`config.mk`:
```
export PLATFORM = sky130hd
export DESIGN_NAME = team_01_btn_conditioner
export DESIGN_NICKNAME = d
export VERILOG_FILES = /design/src/rtl/team_01_btn_pkg.sv /design/src/rtl/team_01_btn_debounce.sv /design/src/rtl/team_01_btn_conditioner.sv
export SDC_FILE = /design/constraint.sdc
export NUM_CORES = 1
export LEC_CHECK = 0
export CORE_MARGIN = 2
export CORE_UTILIZATION = 56
export DETAILED_ROUTE_END_ITERATION = 10
export PLACE_DENSITY = 0.79
export SYNTH_ARGS = -nofsm -noshare
export SYNTH_HDL_FRONTEND = slang
export SYNTH_SLANG_ARGS = --single-unit
```
`constraint.sdc`:
```
create_clock -name clk -period 1.4 [get_ports clk]
set_input_delay 0.21 -clock clk [delete_from_list [all_inputs] [get_ports clk]]
set_output_delay 0.21 -clock clk [all_outputs]
set_load 0.1 [all_outputs]
```
`src/rtl/team_01_btn_pkg.sv`:
```
// Shared constants and types for the team_01 button conditioner.
// Auto-repeat is compiled in only when BTN_AUTOREPEAT_EN is defined.
package team_01_btn_pkg;

    localparam int N_BTN_DEFAULT           = 7;
    localparam int DEBOUNCE_CYCLES_DEFAULT = 50;
    localparam int REPEAT_DELAY_DEFAULT    = 12_500_000;
    localparam int REPEAT_PERIOD_DEFAULT   = 2_500_000;
    localparam logic [N_BTN_DEFAULT-1:0] REPEAT_MASK_DEFAULT = 7'b0001111;

    // Channel wired to mprj_io[11], the AI start button
    localparam int BTN_AI_START = 6;

    typedef enum logic {
        REP_FIRST    = 1'b0,
        REP_PERIODIC = 1'b1
    } rep_phase_e;

    function automatic int max_int(input int a, input int b);
        return (a > b) ? a : b;
    endfunction

endpackage

```
`src/rtl/team_01_btn_debounce.sv`:
```
// One button channel: 2-flop synchronizer, debounce counter, registered pulses.
// Optional auto-repeat on press when BTN_AUTOREPEAT_EN is defined.
module team_01_btn_debounce
    import team_01_btn_pkg::*;
#(
    parameter int DEBOUNCE_CYCLES = DEBOUNCE_CYCLES_DEFAULT
`ifdef BTN_AUTOREPEAT_EN
    ,
    parameter int REPEAT_DELAY  = REPEAT_DELAY_DEFAULT,
    parameter int REPEAT_PERIOD = REPEAT_PERIOD_DEFAULT,
    parameter bit REPEAT_ENABLE = 1'b0
`endif
) (
    input  logic clk,
    input  logic rst,
    input  logic en,
    input  logic btn_i,
    output logic level_o,
    output logic press_o,
    output logic release_o
);

    localparam int CNT_W = $clog2(DEBOUNCE_CYCLES);

    logic             s1;
    logic             s2;
    logic             stable;
    logic [CNT_W-1:0] cnt;
    logic             press_q;
    logic             release_q;
    logic             accept;
    logic             repeat_pulse;

    assign accept = (s2 != stable) && (cnt == CNT_W'(DEBOUNCE_CYCLES - 1));

    always_ff @(posedge clk) begin
        if (rst) begin
            s1 <= 1'b0;
            s2 <= 1'b0;
        end else begin
            s1 <= btn_i;
            s2 <= s1;
        end
    end

    // Dropping en discards debounce progress, so a held button re-debounces as a new press
    always_ff @(posedge clk) begin
        if (rst || !en) begin
            stable    <= 1'b0;
            cnt       <= '0;
            press_q   <= 1'b0;
            release_q <= 1'b0;
        end else begin
            press_q   <= repeat_pulse;
            release_q <= 1'b0;
            if (s2 == stable) begin
                cnt <= '0;
            end else if (accept) begin
                stable    <= s2;
                cnt       <= '0;
                press_q   <= s2;
                release_q <= !s2;
            end else begin
                cnt <= cnt + 1'b1;
            end
        end
    end

`ifdef BTN_AUTOREPEAT_EN
    generate
        if (REPEAT_ENABLE) begin : g_repeat
            localparam int REP_MAX = max_int(REPEAT_DELAY, REPEAT_PERIOD);
            localparam int REP_W   = (REP_MAX > 1) ? $clog2(REP_MAX) : 1;

            logic [REP_W-1:0] rep_cnt;
            logic [REP_W-1:0] rep_limit;
            rep_phase_e       rep_phase;

            assign rep_limit = (rep_phase == REP_PERIODIC) ? REP_W'(REPEAT_PERIOD - 1)
                                                           : REP_W'(REPEAT_DELAY - 1);

            // Counts only while held; the release-accept edge must not emit a repeat
            always_ff @(posedge clk) begin
                if (rst || !en || !stable || accept) begin
                    rep_cnt   <= '0;
                    rep_phase <= REP_FIRST;
                end else if (rep_cnt == rep_limit) begin
                    rep_cnt   <= '0;
                    rep_phase <= REP_PERIODIC;
                end else begin
                    rep_cnt <= rep_cnt + 1'b1;
                end
            end

            assign repeat_pulse = en && stable && !accept && (rep_cnt == rep_limit);
        end else begin : g_no_repeat
            assign repeat_pulse = 1'b0;
        end
    endgenerate
`else
    assign repeat_pulse = 1'b0;
`endif

    assign level_o   = stable;
    assign press_o   = press_q;
    assign release_o = release_q;

endmodule

```
`src/rtl/team_01_btn_conditioner.sv`:
```
// Conditions the team_01 GPIO buttons into clean levels and press/release pulses.
// Define BTN_AUTOREPEAT_EN to add auto-repeat on channels selected by REPEAT_MASK.
module team_01_btn_conditioner
    import team_01_btn_pkg::*;
#(
    parameter int N_BTN           = N_BTN_DEFAULT,
    parameter int DEBOUNCE_CYCLES = DEBOUNCE_CYCLES_DEFAULT
`ifdef BTN_AUTOREPEAT_EN
    ,
    parameter int                 REPEAT_DELAY  = REPEAT_DELAY_DEFAULT,
    parameter int                 REPEAT_PERIOD = REPEAT_PERIOD_DEFAULT,
    parameter logic [N_BTN-1:0]   REPEAT_MASK   = REPEAT_MASK_DEFAULT
`endif
) (
    input  logic             clk,
    input  logic             rst,
    input  logic             en,
    input  logic [N_BTN-1:0] btn_i,
    output logic [N_BTN-1:0] btn_level_o,
    output logic [N_BTN-1:0] btn_press_o,
    output logic [N_BTN-1:0] btn_release_o
);

    generate
        for (genvar i = 0; i < N_BTN; i++) begin : g_chan
            team_01_btn_debounce #(
                .DEBOUNCE_CYCLES(DEBOUNCE_CYCLES)
`ifdef BTN_AUTOREPEAT_EN
                ,
                .REPEAT_DELAY (REPEAT_DELAY),
                .REPEAT_PERIOD(REPEAT_PERIOD),
                .REPEAT_ENABLE(REPEAT_MASK[i])
`endif
            ) u_chan (
                .clk      (clk),
                .rst      (rst),
                .en       (en),
                .btn_i    (btn_i[i]),
                .level_o  (btn_level_o[i]),
                .press_o  (btn_press_o[i]),
                .release_o(btn_release_o[i])
            );
        end
    endgenerate

endmodule

```
# After elaboration in Yosys (flattened, before gate mapping)
# Cells that the tools add are included.
word_totals:
  regBits: 77
  inputBits: 10
  out_inout_bits: 21
  word_cells: 121
classes:
  addsub: 7
  eq_ne: 21
  bitwise_logic: 14
  reduce_logical: 37
ops:
  columns: ["cell", "n"]
  rows:
  - ["6-bit by 1-bit adder with 6-bit output, second input constant", 7]
  - ["6-bit == test, second input constant", 7]
  - ["3-bit OR reduction", 14]
  - ["1-bit inverter", 14]
  - ["2-bit AND reduction", 7]
  - ["1-bit zero test", 8]
  - ["1-bit == test", 7]
  - ["1-bit logical AND", 7]
  - ["1-bit != test", 7]
  - ["1-bit logical OR", 1]

# Logic depth before layout (Yosys ltp)
# Gate-level depths: netlist (run 1).
depth:
  ltp_word: 4
  mapped_depth: 5
  ltp_nobuf: 5

# Cells and area by module
# Synthesis (run 1) repeated with hierarchy kept, for this count alone.
hier_totals:
  cells_unflattened: 281
  hier_area_um2: 2974.1
by_module_without_submodules:
  columns: ["module", "instances", "cells_per_inst", "area_per_inst_um2", "seq_area_each_um2"]
  rows:
  - ["team_01_btn_debounce (g_chan[0].u_chan ...)", 6, 40, 421.7, 220.2]
  - ["team_01_btn_debounce (g_chan[6].u_chan)", 1, 41, 444.2, 220.2]

# Least setup slack after synthesis (run 1)
# OpenSTA, ideal clock, no wires.
synth_timing:
  kind: "reg-to-reg"
  startpoint: "reg g_chan[3].u_chan.cnt[0]"
  endpoint: "reg g_chan[3].u_chan.cnt[2]"
  setup_ns: 0.131
  arrival_ns: 1.092
  required_time_ns: 1.269
  setup_slack_ns: 0.177
  stages_incl_launch_ff: 5
  n_path_buf: 0
  synth_period_minus_slack_ns: 1.223
  path_cell_list: "dfxtp_1 ha_1 nand4b_4 o211ai_1 nor2_1"
synth_via:
  elab_chain_len: 3
  elab_cells_between_ends: 4
  classes_between: "1 x add/sub; 1 x eq/ne; 2 x reduce/logical"
synth_rtl:
  columns: ["element", "line", "rtl"]
  rows:
  - ["from (decl)", "team_01_btn_debounce.sv:28", "logic [CNT_W-1:0] cnt;"]
  - ["from (signal assigned)", "team_01_btn_debounce.sv:64", "cnt <= cnt + 1'b1;"]
  - ["branches (longest 3 deep; another with 6-bit by 1-bit adder with 6-bit output)", null, null]
# Parallel ways; which one is timed is not known.
# A chain may end at the register's enable or synchronous reset.

# Worst setup path after layout (run 1)
layout_timing:
  startpoint: "reg g_chan[1].u_chan.cnt[0]"
  endpoint: "reg g_chan[1].u_chan.release_q"
layout_via:
  elab_chain_len: 4
layout_rtl:
  columns: ["element", "line", "rtl"]
  rows:
  - ["from (decl)", "team_01_btn_debounce.sv:28", null]
  - ["from (signal assigned)", "team_01_btn_debounce.sv:64", null]
  - ["6-bit == test", "team_01_btn_debounce.sv:34", "assign accept = (s2 != stable) && (cnt == CNT_W'(DEBOUNCE_CYCLES - 1));"]
  - ["1-bit logical AND", "team_01_btn_debounce.sv:34", null]
  - ["1-bit inverter (no line)", null, null]
  - ["3-bit OR reduction (no line)", null, null]
  - ["to (signal assigned)", "team_01_btn_debounce.sv:62", "release_q <= !s2;"]
  - ["to (decl)", "team_01_btn_debounce.sv:30", "logic release_q;"]
# Every way passes these cells.

==> results of run 1 <==
## area by class of cell
class / instances / area (um2) / area share
clock inverters: 5 / 75.1 / 0.0196
well taps: 72 / 90.1 / 0.0235
flip-flops and latches: 77 / 1540 / 0.403
clock buffers: 11 / 131 / 0.0343
multi-input cells: 196 / 1310 / 0.342
inverters: 16 / 60.1 / 0.0157
repair buffers: 43 / 621 / 0.162
## report_power, final
part | switching [mW] | total (mW) | internal (mW)
logic | 0.0511 | 0.112 | 0.0606
clock network | 0.763 | 1.76 | 0.996
registers | 0.0132 | 2.22 | 2.21
total | 0.827 | 4.10 | 3.27
## repair_timing
item | 4_1_cts | 5_1_grt
pin swaps | 2 | 5
setup endpoints to repair | 3 | 26
resized for setup | 0 | 1
cloned | 0 | 0
setup buffers | 2 | 5
hold buffers | 0 | 0
## final timing paths
check                               start                    endpoint  slack, ns  depth (start not counted)
setup / recovery  g_chan[1].u_chan.cnt[0]  g_chan[1].u_chan.release_o       0.11                          4
hold / removal                   btn_i[4]         g_chan[4].u_chan.s1       0.43                          2
hold reg to reg       g_chan[1].u_chan.s1         g_chan[1].u_chan.s2       0.45                          1
setup reg to reg  g_chan[1].u_chan.cnt[0]  g_chan[1].u_chan.release_o       0.11                          4
## logic make-up after synthesis
kind of cell	Yosys count	synth area share
xor gates and xnor gates	28	0.0789
adders and majority gates	14	0.0564
buffers and inverters	42	0.0826
DFF	77	0.496
AOI/OAI and AO/OA	35	0.0620
and+or+nand+nor	119	0.224
## flip-flops by register name, summed over array words and instances (netlist names)
name                     cells
g_chan.u_chan.cnt           42
g_chan.u_chan.release_o      7
g_chan.u_chan.press_o        7
g_chan.u_chan.s1             7
g_chan.u_chan.s2             7
g_chan.u_chan.level_o        7
## routing by layer
layer	vias up	part of all wire	track usage
li1	1085	-	-
met1	995	0.44	0.210
met2	43	0.49	0.319
met3	14	0.045	0.0644
met4	0	0.026	0.0895
met5	-	0	0
## per-stage QoR
stage	hold WS (ns)	total power, mW	setup slack (ns)	setup TNS (ns)	area [um2]
5_1_grt	0.424	4.25	0.0362	0	3830
6_report	0.427	4.10	0.110	0	3830
3_5_place_dp	0.428	2.38	-0.125	-2.73	3570
2_1_floorplan	0.282	2.32	0.177	0	3110
4_1_cts	0.409	4.13	0.0299	0	3790
3_3_place_gp	0.418	2.38	-0.0544	-0.249	3570
## synthesized netlist by cell type
| cell | count |
|---|---|
| o21ai_0 | 14 |
| nand2b_1 | 1 |
| clkbuf_1 | 1 |
| nand3_1 | 14 |
| nand3_2 | 1 |
| a21oi_1 | 14 |
| nor4b_1 | 2 |
| nand4b_4 | 2 |
| xnor2_1 | 7 |
| xor2_1 | 21 |
| nand4b_1 | 1 |
| nor3_1 | 7 |
| nor4b_2 | 1 |
| and4bb_2 | 1 |
| or2_2 | 4 |
| nor2b_1 | 14 |
| nand4bb_1 | 4 |
| nor4_1 | 3 |
| buf_6 | 2 |
| nor2_1 | 35 |
| o211ai_1 | 7 |
| nor2b_4 | 1 |
| or3b_1 | 2 |
| nor4_2 | 1 |
| inv_1 | 16 |
| buf_2 | 1 |
| dfxtp_1 | 77 |
| buf_4 | 22 |
| nand2_1 | 14 |
| ha_1 | 14 |
| or3_1 | 11 |
==> impl_results.md, run 1 <==
* Die X at 78.5 um
* Fin. Hold Viols at 0
* Most common cell after layout, fill and taps aside: dfxtp_1
* First-pass iteration count of the detailed router at 4
* Critical path's largest stage delay at 0.38 ns
* Final Critical Period at 1.29 ns
* Final nets at 367
* Most frequent cells in the layout: dfxtp_1, nor2_1, buf_12, xor2_1, inv_1
* Area delta synth->final at 23.2%
* Cell Rows at 27
* Die height at 78.5 um
* Setup crit end kind: register
* CTS Sinks at 77
* Vias in the first global route at 2091
* Slew Limit Fails at 0
* Core ar. at 5440 um2
* Grt total ovfl at 0
* Synth Area per Inst at 9.86 um2
* Req. time, crit path at 1.66 ns
* CP Cell Sequence: ha_1, nand4bb_1, or2_2, nor3_1
* Skew final at 0.00677 ns
* Routability cong. at 0.775
* Placed instance count at 397
* Residual DRC at 0
* Family with the most delay on the worst path: simple AND/OR/NAND/NOR gates
* Via Count at 2137
* Power Dens Cells at 1070 nW/um2
* Setup violations, final at 0
* Ports at 31
* Worst-skew pair later-pin latency at 0.34 ns
* Syn Nets at 339
* Worst path bufs/invs at 0
* Antenna viol nets, final at 0
* RSZ-0062 raised after global routing: false
* Slowest CP cell: dfxtp_1
* Wirelength, routed at 5120 um
* Die area at 6160 um2
* First-pass GRT wire length at 8910 um
* Leak at 1.45 nW
* Crit start category: register
* Initial Util at 0.571
* DR WL/cell at 12.2 um
* Rel. slew slack at 0.793
* Crit path arrival time at 1.55 ns
* Synthesized netlist cell count at 315
* Number of vias per cell at 5.09
* Count of cell types in the netlist at 31
* Least-Margin Pin Slew at 0.310 ns
* H-tree depth at 3
* Post-synth top area cell: dfxtp_1
* DP Wirelength at 3590 um
* CTS Buffer Depth at 2
* Number of synthesized register bits at 77
* Critical path peak fanout at 4
* Fmax at 0.775 GHz
* CP Class: reg -> reg
* Ant diodes at 0
* Pin count of the biggest net entering global routing at 14
* Top cell type's share of synthesized area at 0.496
* CTS tree: built
* Share of layout cells above drive strength 1 at 0.172
* Util after Layout at 0.704
* Initial DRC Count at 76
* Run status: complete, no violations
* Period utilization at 0.921
* Reg clk slew, reported paths at 0.07 ns
* All-layer global routing usage at 0.187
* Synthesized cell area at 3110 um2
* Peak VDD IR at 0.757 mV
* Yosys warnings at 0
* Initial antenna violation count at 0
* Fill count at 397
* HP Class: in -> reg
* TritonCTS buffer count at 9
* Max_cap viols at 0
* Root Buffer Master: clkbuf_8
* Top cells by area, synth: dfxtp_1, xor2_1, ha_1, buf_4, nor2_1
* Final std cells w/o fill at 420
* Seq/Total Area, Yosys at 0.496
* IO Port Bufs at 30
Power figures use the tool's default switching activity.
==> run 2, diff against run 1 <==
CORE_MARGIN = default   (was 2)
CORE_UTILIZATION = 60   (was 56)
DONT_BUFFER_PORTS = 1   (was default)
PLACE_DENSITY = 0.76   (was 0.79)
==> run 2 against run 1 <==
  * The flow now finishes with violations (hold timing)
  * Largest power group unchanged
  * Critical path type unchanged
  * Cell count decreased by 3.3%
  * Clock skew rose by 0.0039 ns
  * Register-to-register slack got worse by 0.02 ns
  * Via count shrank 5.0%
  * Count of clock-buffer cells in the layout is 1 higher
  * Wire length decreased by 6.1%
  * Worst hold slack lost 0.43 ns
==> impl_results.md, run 2 (synthesis results as in run 1) <==
* Pin count of the biggest net entering global routing at 15
* Max_cap viols at 0
* Setup slack, reg-to-reg at 0.09 ns
* CTS tree: built
* Req. time, crit path at 1.69 ns
* Area delta synth->final at 11.2%
* Slew Limit Fails at 0
* CTS Sinks at 77
* TritonCTS buffer count at 9
* Via Count at 2031
* Period utilization at 0.934
* Power Dens Cells at 1140 nW/um2
* RSZ-0062 raised after global routing: false
* Reg clk slew, reported paths at 0.08 ns
* CTS Buffer Depth at 2
* Number of vias per cell at 5.00
* Setup Fix Bufs, Post-CTS at 0
* Ant diodes at 0
* Core ar. at 4850 um2
* Final instance area at 3450 um2
* Residual DRC at 0
* Setup violations, final at 0
* Setup_tns at 0 ns
* Reg with most FFs: g_chan.u_chan.cnt
* Die height at 74.0 um
* Root Buffer Master: clkbuf_8
* Final nets at 358
* HP Class: in -> reg
* Peak VDD IR at 0.693 mV
* Most common cell after layout, fill and taps aside: dfxtp_1
* Run status: finished with violations
* Crit start category: register
* Antenna viol nets, final at 0
* Crit path arrival time at 1.59 ns
* Initial Util at 0.641
* Die X at 74.0 um
* Max FFs per register at 42
* Fin. Hold Viols at 1
* Leak at 1.34 nW
* Critical path peak fanout at 5
* First-pass iteration count of the detailed router at 4
* Most frequent cells in the layout: dfxtp_1, nor2_1, buf_4, xor2_1, inv_1
* CP Class: reg -> reg
* Grt total ovfl at 0
* WHS at -0.000161 ns
* Vias in the first global route at 1884
* IO Port Bufs at 0
* Routability cong. at 0.800
* Wirelength, routed at 4810 um
* DR WL/cell at 11.8 um
* Rel. slew slack at 0.621
* Cell Rows at 25
* Placement Cell Area at 3210 um2
* First-pass GRT wire length at 8180 um
* Failing checks: hold timing
* Util after Layout at 0.713
* Skew final at 0.0106 ns
* Fmax at 0.765 GHz
* Initial antenna violation count at 0
* Initial DRC Count at 104
* Setup crit end kind: register
* H-tree depth at 3
* Final Critical Period at 1.31 ns
* All-layer global routing usage at 0.203
* DP Wirelength at 3260 um
* Pwr Total at 3.93 mW
* Worst-skew pair later-pin latency at 0.35 ns
* Die area at 5470 um2
* Least-Margin Pin Slew at 0.567 ns
* Ports at 31
* Share of layout cells above drive strength 1 at 0.159
-- run 2: repair_timing --
item,CTS,global route
hold buffers,5,0
hold endpoints to repair,14,0
setup endpoints to repair,0,0
resized for setup,0,0
-- run 2: where the power goes --
group	total [mW]	internal (mW)	switching, mW
sequential	2.22	2.21	0.0134
clock	1.63	0.867	0.758
combinational	0.0818	0.0379	0.0439
total	3.93	3.12	0.816
-- run 2: metal layers --
layer / track usage / wire [um] / share of wire
met4: 0.0962 / 70 / 0.015
met3: 0.0664 / 211 / 0.044
met5: 0 / 0 / 0
met2: 0.324 / 2210 / 0.46
met1: 0.247 / 2320 / 0.48
-- run 2: worst max-delay path, cell delays in order (launching register included) --
cell and delay, ns:
dfxtp_1 0.39, ha_1 0.23, nand4b_4 0.13, or3b_1 0.37
a21oi_1 0.12
-- run 2: final timing paths --
kind	startpoint	endpoint	depth (start not counted)
setup / recovery	g_chan[3].u_chan.cnt[0]	g_chan[3].u_chan.level_o	4
hold / removal	btn_i[0]	g_chan[0].u_chan.s1	1
setup reg to reg	g_chan[3].u_chan.cnt[0]	g_chan[3].u_chan.level_o	4
hold reg to reg	g_chan[2].u_chan.s1	g_chan[2].u_chan.s2	1
-- run 2: metrics by stage --
stage	hold WS, ns	std cells	worst slack, ns
after global placement	0.284	385	0.165
final	-0.000161	406	0.0926
after floorplan	0.282	315	0.177
after CTS	0.00251	406	0.0941
after global routing	0.00674	406	0.0323
after detailed placement	0.285	385	0.107
-- run 2: cell type report --
class	count	area (um2)
clock inverter	4	47.5
tap	67	83.8
multi-input combinational	196	1310
sequential	77	1540
timing repair buffer	34	268
fill	372	1390
clock buffer	12	145
inverter	16	60.1
==> run 3, diff against run 2 <==
SLEW_MARGIN = 20   (was default)
clock period = 1.5 ns   (was 1.4 ns; I/O delays follow)
==> run 3 against run 2 <==
  * The flow now finishes without violations
  * Combinational power fell by 3.4%
  * Sequential power fell by 6%
  * Wire length fell by 2.5%
  * First-iteration DRC count fell by 56%
  * Worst setup slack improved by 0.10 ns
  * Core utilization rose by 0.077 points
  * Via count rose by 0.54%
  * Clock skew fell by 0.0030 ns
  * Global-route usage rose by 0.075 points
  * Critical endpoint is now g_chan[1].u_chan.cnt[4]
  * Largest power group unchanged
  * Highest routed layer unchanged
==> impl_results.md, run 3 (synthesis results as in run 1) <==
* IO Port Bufs at 0
* First-pass iteration count of the detailed router at 4
* Met2 usage at 0.318
* Grt total ovfl at 0
* Die X at 74.0 um
* Max_cap viols at 0
* Slowest CP cell: dfxtp_1
* Cell Rows at 25
* Residual DRC at 0
* Area delta synth->final at 11.3%
* CTS Sinks at 77
* Peak VDD IR at 0.721 mV
* Crit path arrival time at 1.54 ns
* Final std cells w/o fill at 405
* CTS tree: built
* Pin count of the biggest net entering global routing at 15
* Most common cell after layout, fill and taps aside: dfxtp_1
* Reg clk slew, reported paths at 0.07 ns
* Vias in the first global route at 1897
* Least-Margin Pin Slew at 0.580 ns
* Number of vias per cell at 5.04
* Fin. Hold Viols at 0
* Core ar. at 4850 um2
* Setup violations, final at 0
* CP Cell Sequence: ha_1, nand4bb_1, o211ai_1, buf_4, nor2_1
* Hold endpoint: g_chan[2].u_chan.s1
* Worst R2R End: g_chan[1].u_chan.cnt[4]
* Hold path depth at 1
* Clock power frac at 0.397
* Ports at 31
* Sw frac at 0.200
* Placement Cell Area at 3200 um2
* Pwr Total at 3.58 mW
* Period utilization at 0.869
* Setup_tns at 0 ns
* Met1 Usage GRT at 0.239
* Slew Limit Fails at 0
* Hold Startpoint: btn_i[2]
* Ant diodes at 0
* Antenna viol nets, final at 0
* Reg with most FFs: g_chan.u_chan.cnt
* Fmax at 0.767 GHz
* CP Class: reg -> reg
* CTS Buffer Depth at 2
* Die height at 74.0 um
* Busiest grt layer: met2
* Worst-skew pair later-pin latency at 0.35 ns
* H-tree depth at 3
* Final nets at 359
* DR WL/cell at 11.6 um
* Final instance area at 3460 um2
* RSZ-0062 raised after global routing: false
* Critical path's largest stage delay at 0.37 ns
* Setup slack, reg-to-reg at 0.20 ns
* HP Class: in -> reg
* DP Wirelength at 3230 um
* Run status: complete, no violations
* Via Count at 2042
* Share of layout cells above drive strength 1 at 0.157
* First-pass GRT wire length at 8130 um
* Util after Layout at 0.713
* Sequential share of power at 0.581
* Req. time, crit path at 1.74 ns
* Initial DRC Count at 46
* Setup crit end kind: register
* Placed instance count at 384
* Family with the most delay on the worst path: flip-flops
* RR Startpoint: g_chan[1].u_chan.cnt[0]
* Crit start category: register
* Grt met3 use at 0.104
* Net load switching power at 715 uW
* Leak at 1.34 nW
* Fill count at 382
* Worst path bufs/invs at 1
* Initial antenna violation count at 0
* Setup Fix Bufs, Post-CTS at 0
* Critical path peak fanout at 4
* Pint at 2.86 mW
* R2R depth at 5
* Wirelength, routed at 4690 um
* Routability cong. at 0.772
* Rel. slew slack at 0.612
* Skew final at 0.00767 ns
* Root Buffer Master: clkbuf_8
* Pre-CTS WS at 0.185 ns
* All-layer global routing usage at 0.203
* Initial Util at 0.641
* Max FFs per register at 42
* Final Critical Period at 1.30 ns
* Most frequent cells in the layout: dfxtp_1, nor2_1, buf_4, xor2_1, inv_1
* WHS at 0.0278 ns
* Die area at 5470 um2
* Power Dens Cells at 1030 nW/um2
* TritonCTS buffer count at 9
* Combinational share of power at 0.022
* Worst Slack Setup Final at 0.196 ns
## run 3: cell count changes in the layout (fill, tap and decap cells not counted), sizes merged
cell / before / now
dlygate4sd3: 5 / 7
buf: 29 / 28
bufinv: 1 / 0
clkbuf: 12 / 13
clkinv: 2 / 1
clkinvlp: 1 / 0
## run 3: final cells by class
| class | instances | area [um2] | share of cell area |
|---|---|---|---|
| inverter | 16 | 60.1 | 0.0174 |
| timing repair buffer | 35 | 280 | 0.0810 |
| tap | 67 | 83.8 | 0.0242 |
| sequential | 77 | 1540 | 0.446 |
| clock buffer | 13 | 179 | 0.0517 |
| clock inverter | 1 | 5.00 | 0.00145 |
| multi-input combinational | 196 | 1310 | 0.378 |
## run 3: worst max path at each step
stage                                 start                        to  cells after the start
finish              g_chan[1].u_chan.cnt[0]   g_chan[1].u_chan.cnt[4]                      5
floorplan           g_chan[3].u_chan.cnt[0]   g_chan[3].u_chan.cnt[2]                      4
global route        g_chan[1].u_chan.cnt[0]   g_chan[1].u_chan.cnt[4]                      5
CTS                 g_chan[1].u_chan.cnt[0]   g_chan[1].u_chan.cnt[5]                      5
global placement    g_chan[3].u_chan.cnt[0]  g_chan[3].u_chan.level_o                      4
detailed placement  g_chan[1].u_chan.cnt[0]   g_chan[1].u_chan.cnt[5]                      5
## run 3: timing repair
action,in CTS,in global routing
hold buffers,7,0
hold endpoints to repair,14,0
resized for setup,0,0
## run 3: power groups by stage
stage | Sequential (mW) | Combinational (mW) | Clock, mW
floorplan | 2.12 | 0.0489 | 0
global placement | 2.12 | 0.0580 | 0
detailed placement | 2.12 | 0.0586 | 0
CTS | 2.08 | 0.0788 | 1.48
global route | 2.08 | 0.0875 | 1.56
finish | 2.08 | 0.0790 | 1.42
## run 3: metal layers
| layer | part of all wire | vias to the layer above |
|---|---|---|
| met3 | 0.057 | 9 |
| met5 | 0 | - |
| met2 | 0.45 | 33 |
| met4 | 0.017 | 0 |
| li1 | - | 1070 |
| met1 | 0.48 | 930 |
